## src/rtl/pipe_fetch_ctrl.sv

```systemverilog
// -----------------------------------------------------------------------------
// pipe_fetch_ctrl
//
// Instruction-fetch controller for a simple in-order pipeline. It owns the
// fetch PC, issues one request at a time to instruction memory, captures the
// returned word and holds it until the IF/ID stage accepts it. On acceptance
// the next PC is chosen from pc+4 or one of three redirect targets.
//
// Sequence per instruction: FETCH (wait for imem_ack) -> VALID (wait for
// wpcir) -> FETCH ... Best case is one instruction every two cycles.
//
// Parameters
//   RESET_PC     PC loaded on reset (bits [1:0] are cleared).
//
// Ports
//   clk          clock, all state changes on the rising edge
//   rst          synchronous active-high reset, overrides every other input
//   pcsource     next-PC select: 0 pc+4, 1 bpc, 2 rpc, 3 jpc
//   bpc/rpc/jpc  branch / register-jump / jump targets
//   wpcir        downstream accept; IF/ID takes inst this cycle
//   imem_ack     imem_rdata is valid this cycle (only honoured in FETCH)
//   imem_rdata   instruction word from memory
//   imem_req     fetch request, high for the whole FETCH state
//   imem_addr    fetch address, always equal to pc
//   pc           current fetch PC (registered, word aligned)
//   pc4          pc + 4, modulo 2^32 (combinational)
//   inst         last captured instruction (registered)
//   inst_valid   inst holds a fetched, not yet consumed instruction
//   stall_cnt    only when FETCH_STALL_COUNT_EN is defined: free-running
//                count of cycles spent waiting for imem_ack or for wpcir
//
// Configuration
//   FETCH_STALL_COUNT_EN  define to add the stall_cnt output and its counter.
// -----------------------------------------------------------------------------
module pipe_fetch_ctrl #(
  parameter logic [31:0] RESET_PC = 32'h0000_0000
) (
  input  logic        clk,
  input  logic        rst,
  input  logic [1:0]  pcsource,
  input  logic [31:0] bpc,
  input  logic [31:0] rpc,
  input  logic [31:0] jpc,
  input  logic        wpcir,
  input  logic        imem_ack,
  input  logic [31:0] imem_rdata,
  output logic        imem_req,
  output logic [31:0] imem_addr,
  output logic [31:0] pc,
  output logic [31:0] pc4,
  output logic [31:0] inst,
  output logic        inst_valid
`ifdef FETCH_STALL_COUNT_EN
  ,
  output logic [31:0] stall_cnt
`endif
);

  typedef enum logic [1:0] {
    IDLE  = 2'd0,
    FETCH = 2'd1,
    VALID = 2'd2
  } state_t;

  state_t      state_q;
  state_t      state_d;
  logic [31:0] npc;
  logic        take_inst;  // memory answered the outstanding request
  logic        advance;    // IF/ID consumed inst, move to the next PC

  assign imem_addr = pc;
  assign pc4       = pc + 32'd4;

  assign take_inst = (state_q == FETCH) && imem_ack;
  assign advance   = (state_q == VALID) && wpcir;

  // Next-PC select. Only consumed in the advance cycle, so changes to
  // pcsource or the targets during FETCH cannot disturb the in-flight address.
  always_comb begin
    case (pcsource)
      2'd0:    npc = pc4;
      2'd1:    npc = bpc;
      2'd2:    npc = rpc;
      default: npc = jpc;
    endcase
  end

  // Next-state and request decode.
  always_comb begin
    // NOTE: every output of this block gets a value before the case, so no
    // path leaves one unassigned and no latch is inferred.
    state_d  = state_q;
    imem_req = 1'b0;
    case (state_q)
      IDLE:  state_d = FETCH;
      FETCH: begin
        imem_req = 1'b1;
        if (imem_ack) state_d = VALID;
      end
      VALID: if (wpcir) state_d = FETCH;
      default: state_d = IDLE;
    endcase
  end

  // State register and fetch datapath.
  always_ff @(posedge clk) begin
    // NOTE: non-blocking assignments keep every register sampling the
    // pre-edge values, independent of statement order.
    if (rst) begin
      state_q    <= IDLE;
      pc         <= {RESET_PC[31:2], 2'b00};
      inst       <= 32'h0;
      inst_valid <= 1'b0;
    end else begin
      state_q <= state_d;
      if (take_inst) begin
        inst       <= imem_rdata;
        inst_valid <= 1'b1;
      end
      if (advance) begin
        // Targets may be misaligned; the PC is always word aligned.
        pc         <= {npc[31:2], 2'b00};
        inst_valid <= 1'b0;
      end
    end
  end

`ifdef FETCH_STALL_COUNT_EN
  // Counts cycles lost waiting on memory or on the downstream stage.
  // Wraps naturally at 2^32.
  always_ff @(posedge clk) begin
    if (rst) begin
      stall_cnt <= 32'h0;
    end else if (((state_q == FETCH) && !imem_ack) ||
                 ((state_q == VALID) && !wpcir)) begin
      stall_cnt <= stall_cnt + 32'd1;
    end
  end
`endif

endmodule
```

## config.mk

```make
export PLATFORM = sky130hd
export DESIGN_NAME = pipe_fetch_ctrl
export DESIGN_NICKNAME = d
export VERILOG_FILES = /design/src/rtl/pipe_fetch_ctrl.sv
export SDC_FILE = /design/constraint.sdc
export NUM_CORES = 1
export LEC_CHECK = 0
export CORE_ASPECT_RATIO = 1.1
export CORE_MARGIN = 2
export CORE_UTILIZATION = 40
export CTS_BUF_LIST = sky130_fd_sc_hd__clkbuf_16
export DETAILED_ROUTE_END_ITERATION = 10
export GPL_ROUTABILITY_DRIVEN = 0
export PLACE_DENSITY = 0.93
export SLEW_MARGIN = 40
export SYNTH_ARGS = -nofsm -noshare
export SYNTH_HDL_FRONTEND = slang
export SYNTH_SLANG_ARGS = --single-unit
```

## constraint.sdc

```tcl
create_clock -name clk -period 3.7 [get_ports clk]
set_input_delay 0.74 -clock clk [delete_from_list [all_inputs] [get_ports clk]]
set_output_delay 0.74 -clock clk [all_outputs]
set_load 0.05 [all_outputs]
```

==> qor.log <==
[synth] Netlist Area Pre-Place 4100 um2
[floorplanning] core outline area 9940 um2
[clock_network] number of buffers created by CTS 9
[grt] largest net degree at the start of global routing 35
[grt] total global routing track utilization 27.6%
[sta] slew of the pin with the lowest slew margin 764 ps
[routing] number of iterations in the first detailed-routing pass 5
[pwr] cell leakage power 2.56 nW
[sta] ratio of final minimum period to clock period 95.6%
[pwr] sum of internal, switching and leakage power 2.21 mW
[clock_network] clock-pin transition on the worst setup and hold timing paths 50 ps
[routing] Wirelength per Cell 18.6 um
[floorplanning] number of cell rows 38
[routing] Initial DRC Count 340
[sta] upper clock frequency limit 0.283 GHz
[critical_path] critical path class reg2out
[critical_path] CP max FO 8
[finish] Final Util 68.6%
[critical_path] Buf+Inv Stages, Crit Path 1
[grt] via count of the first global-routing pass 4535
[placed_design] half-perimeter wire length after detailed placement 12100 um
[placed_design] dpl cells 829
[sta] post-layout min period 3540 ps
[finish] Layout Area Growth over Synthesis 66.1%
[sta] count of pins over their slew limit 0
[finish] share of layout cells above drive strength 1 10.5%
[sta] worst setup slack after layout 162 ps
[job] count of maximum capacitance violations 0
[worst_hold_path] HP Class reg2reg
[clock_network] Root Buffer sky130_fd_sc_hd__clkbuf_16
[grt] first-pass GRT wire length 23400 um
[status] status finished, final reports clean
[finish] total number of nets in the final design 855
[synth] Post-Synthesis Mean Instance Area 8.06 um2
[synth] Synth area leaders sky130_fd_sc_hd__dfxtp_1 32%, sky130_fd_sc_hd__nand2_1 8.0%, sky130_fd_sc_hd__buf_4 6.6%, sky130_fd_sc_hd__a21oi_1 5.7%, sky130_fd_sc_hd__xnor2_1 5.1%
[clock_network] Max clock buf depth 2
[routing] detailed-route via count 4669
[sta] worst hold margin 454 ps
[critical_path] type of destination of the critical path primary output
[synth] portion of the post-synthesis area used by sequential elements 31.7%
[synth] Mapped Cells 509
[synth] Ys Warns 0
[synth] number of library cell types mapped by synthesis 52
[routing] remaining number of nets flagged by the antenna check after routing 0
[floorplanning] Die ar. 11100 um2
[critical_path] Cell Chain, Critical Path nand4_4, nor3_1, nand3_1, xnor2_1, clkdlybuf4s50_1
[synth] largest area contributor in the synthesized netlist sky130_fd_sc_hd__dfxtp_1
[grt] number of antenna violations at the first check in global routing 0
[sta] final number of setup-violating endpoints 0
[critical_path] cell with the largest stage delay on the worst path sky130_fd_sc_hd__clkdlybuf4s50_1
[clock_network] number of H-tree levels 3
[synth] async set-reset flop share out of synthesis 0%
[routing] total length of routed wires 15700 um
[sta] worst clock skew on the final layout 9.94 ps
[synth] top-area cell type share of the netlist area 31.7%
[critical_path] Worst EP required 2960 ps
[clock_network] TritonCTS clock tree done
[grt] GRT Residual Overflow 0
[routing] post-detailed-route via-to-cell ratio 5.53
[placed_design] setup slack at placement 364 ps
[synth] count of flip-flops with a built-in enable after synthesis 0
[placed_design] number of port buffers 251
[critical_path] cell family with most CP delay simple AND/OR/NAND/NOR gates
[floorplanning] die span in y 110 um
[synth] most used flip-flop cell after synthesis sky130_fd_sc_hd__dfxtp_1
[critical_path] CP arrival 2800 ps
[floorplanning] Initial Utilization 41.3%
[clock_network] clock latency on the worst-skew pair 330 ps
[finish] final std cells w/o fill 844
[pwr] maximum ir drop on the vdd rail 0.236 mV
[sta] Rel. slew slack 48.9%
[clock_network] Clock Sinks 65
[critical_path] nature of the critical path startpoint flop
[synth] flip-flop and latch count after synthesis 65
[floorplanning] die extent in x 101 um
[floorplanning] count of boundary I/O pins 264
[sta] final-layout setup total negative slack 0 ps
[finish] final antenna diode count 0
[placed_design] instance area at placement 6480 um2
[critical_path] peak per-stage delay on the critical path 840 ps
[routing] DR DRC count 0
[pwr] PD cells 325 nW/um2
[sta] setup repair after global routing missed its margin false
[sta] final count of hold timing violations 0
[finish] Final Cell Area 6810 um2
cell usage in the layout, fill, tap and decap left out, drive strengths merged, types with 3 or more instances in the layout:
cell type      Yosys  final
a221o              3      3
o32a               3      3
a21oi             47     47
clkbuf            26      9
and3               5      5
a22o              12     12
nand3             14     14
mux2i             10     10
nor2b              3      3
nand4             11     11
xor2               4      4
and2               3      3
mux2              14     14
nor4               4      4
a21o               7      7
o2bb2ai            5      5
o211ai             4      4
o31ai              5      5
xnor2             24     24
or2                3      3
nor3               9      9
clkdlybuf4s50      0    234
a22oi             11     11
nand2             87     87
nor2              25     25
bufinv             0      3
buf               43     26
conb               1      6
or3                3      3
inv               11     11
dfxtp             65     65
mux4               6      6
o21ai             25     25
kinds of logic after synthesis:
| logic type | count (synthesis) | synth area share [%] |
|---|---|---|
| muxes | 30 | 9.58 |
| adders and majority gates | 1 | 0.305 |
| AOI/OAI and AO/OA | 132 | 21.0 |
| other | 1 | 0.0914 |
| buffers and inverters | 80 | 10.8 |
| xor gates and xnor gates | 28 | 5.98 |
| DFF | 65 | 31.7 |
| and+or+nand+nor | 172 | 20.5 |
tightest hold or removal path, cell delays in order (launching register included):
cell	delay [ps]
sky130_fd_sc_hd__dfxtp_1	310
sky130_fd_sc_hd__nand2_1	50
sky130_fd_sc_hd__a21oi_1	50
routing by layer:
layer | wire length, um | part of all wire, % | GRT usage [%] | vias to the layer above
met1 | 5690 | 36 | 30.7 | 2140
li1 | - | - | - | 2195
met4 | 448 | 2.9 | 11.4 | 0
met3 | 1710 | 11 | 7.12 | 37
met2 | 7810 | 50 | 49.9 | 297
met5 | 0 | 0 | 0 | -
Yosys cell counts (all sizes together) (5+ instances only):
cell type   n
buf        43
a21o        7
nand2      87
inv        11
nand4      11
mux4        6
clkbuf     26
a21oi      47
nor2       25
a22oi      11
o2bb2ai     5
xnor2      24
mux2i      10
dfxtp      65
a22o       12
o21ai      25
mux2       14
nand3      14
nor3        9
o31ai       5
and3        5
worst paths after layout:
check	start	cells past startpoint	slack [ps]	endpoint
worst max-delay path	imem_addr[11]	5	160	pc4[31]
worst min-delay path	inst[16]	2	450	inst[16]
worst max register to register	imem_addr[11]	5	1370	imem_addr[29]
worst min register to register	inst[16]	2	450	inst[16]
sequential cells by signal, indices dropped and copies added, names as in the netlist:
register,flops
imem_addr,30
inst,32
inst_valid,1
state_q,2
where the power goes:
part	switching, mW	internal (mW)
clock	0.312	0.651
combinational	0.265	0.236
sequential	0.0226	0.725
final cells by class:
| cell class | count | area [um2] |
|---|---|---|
| multi-input combinational | 369 | 2410 |
| fill | 776 | 3120 |
| sequential | 65 | 1300 |
| clock inverter | 6 | 108 |
| timing repair buffer | 264 | 2580 |
| inverter | 11 | 41.3 |
| clock buffer | 9 | 225 |
| tap | 120 | 150 |
timing repair:
| action | CTS | global route |
|---|---|---|
| gates cloned | 0 | 0 |
| setup endpoints to repair | 2 | 2 |
| resized for setup | 2 | 2 |
| hold buffers | 0 | 0 |
| setup buffers | 0 | 0 |
(Power assumes the default switching activity.)
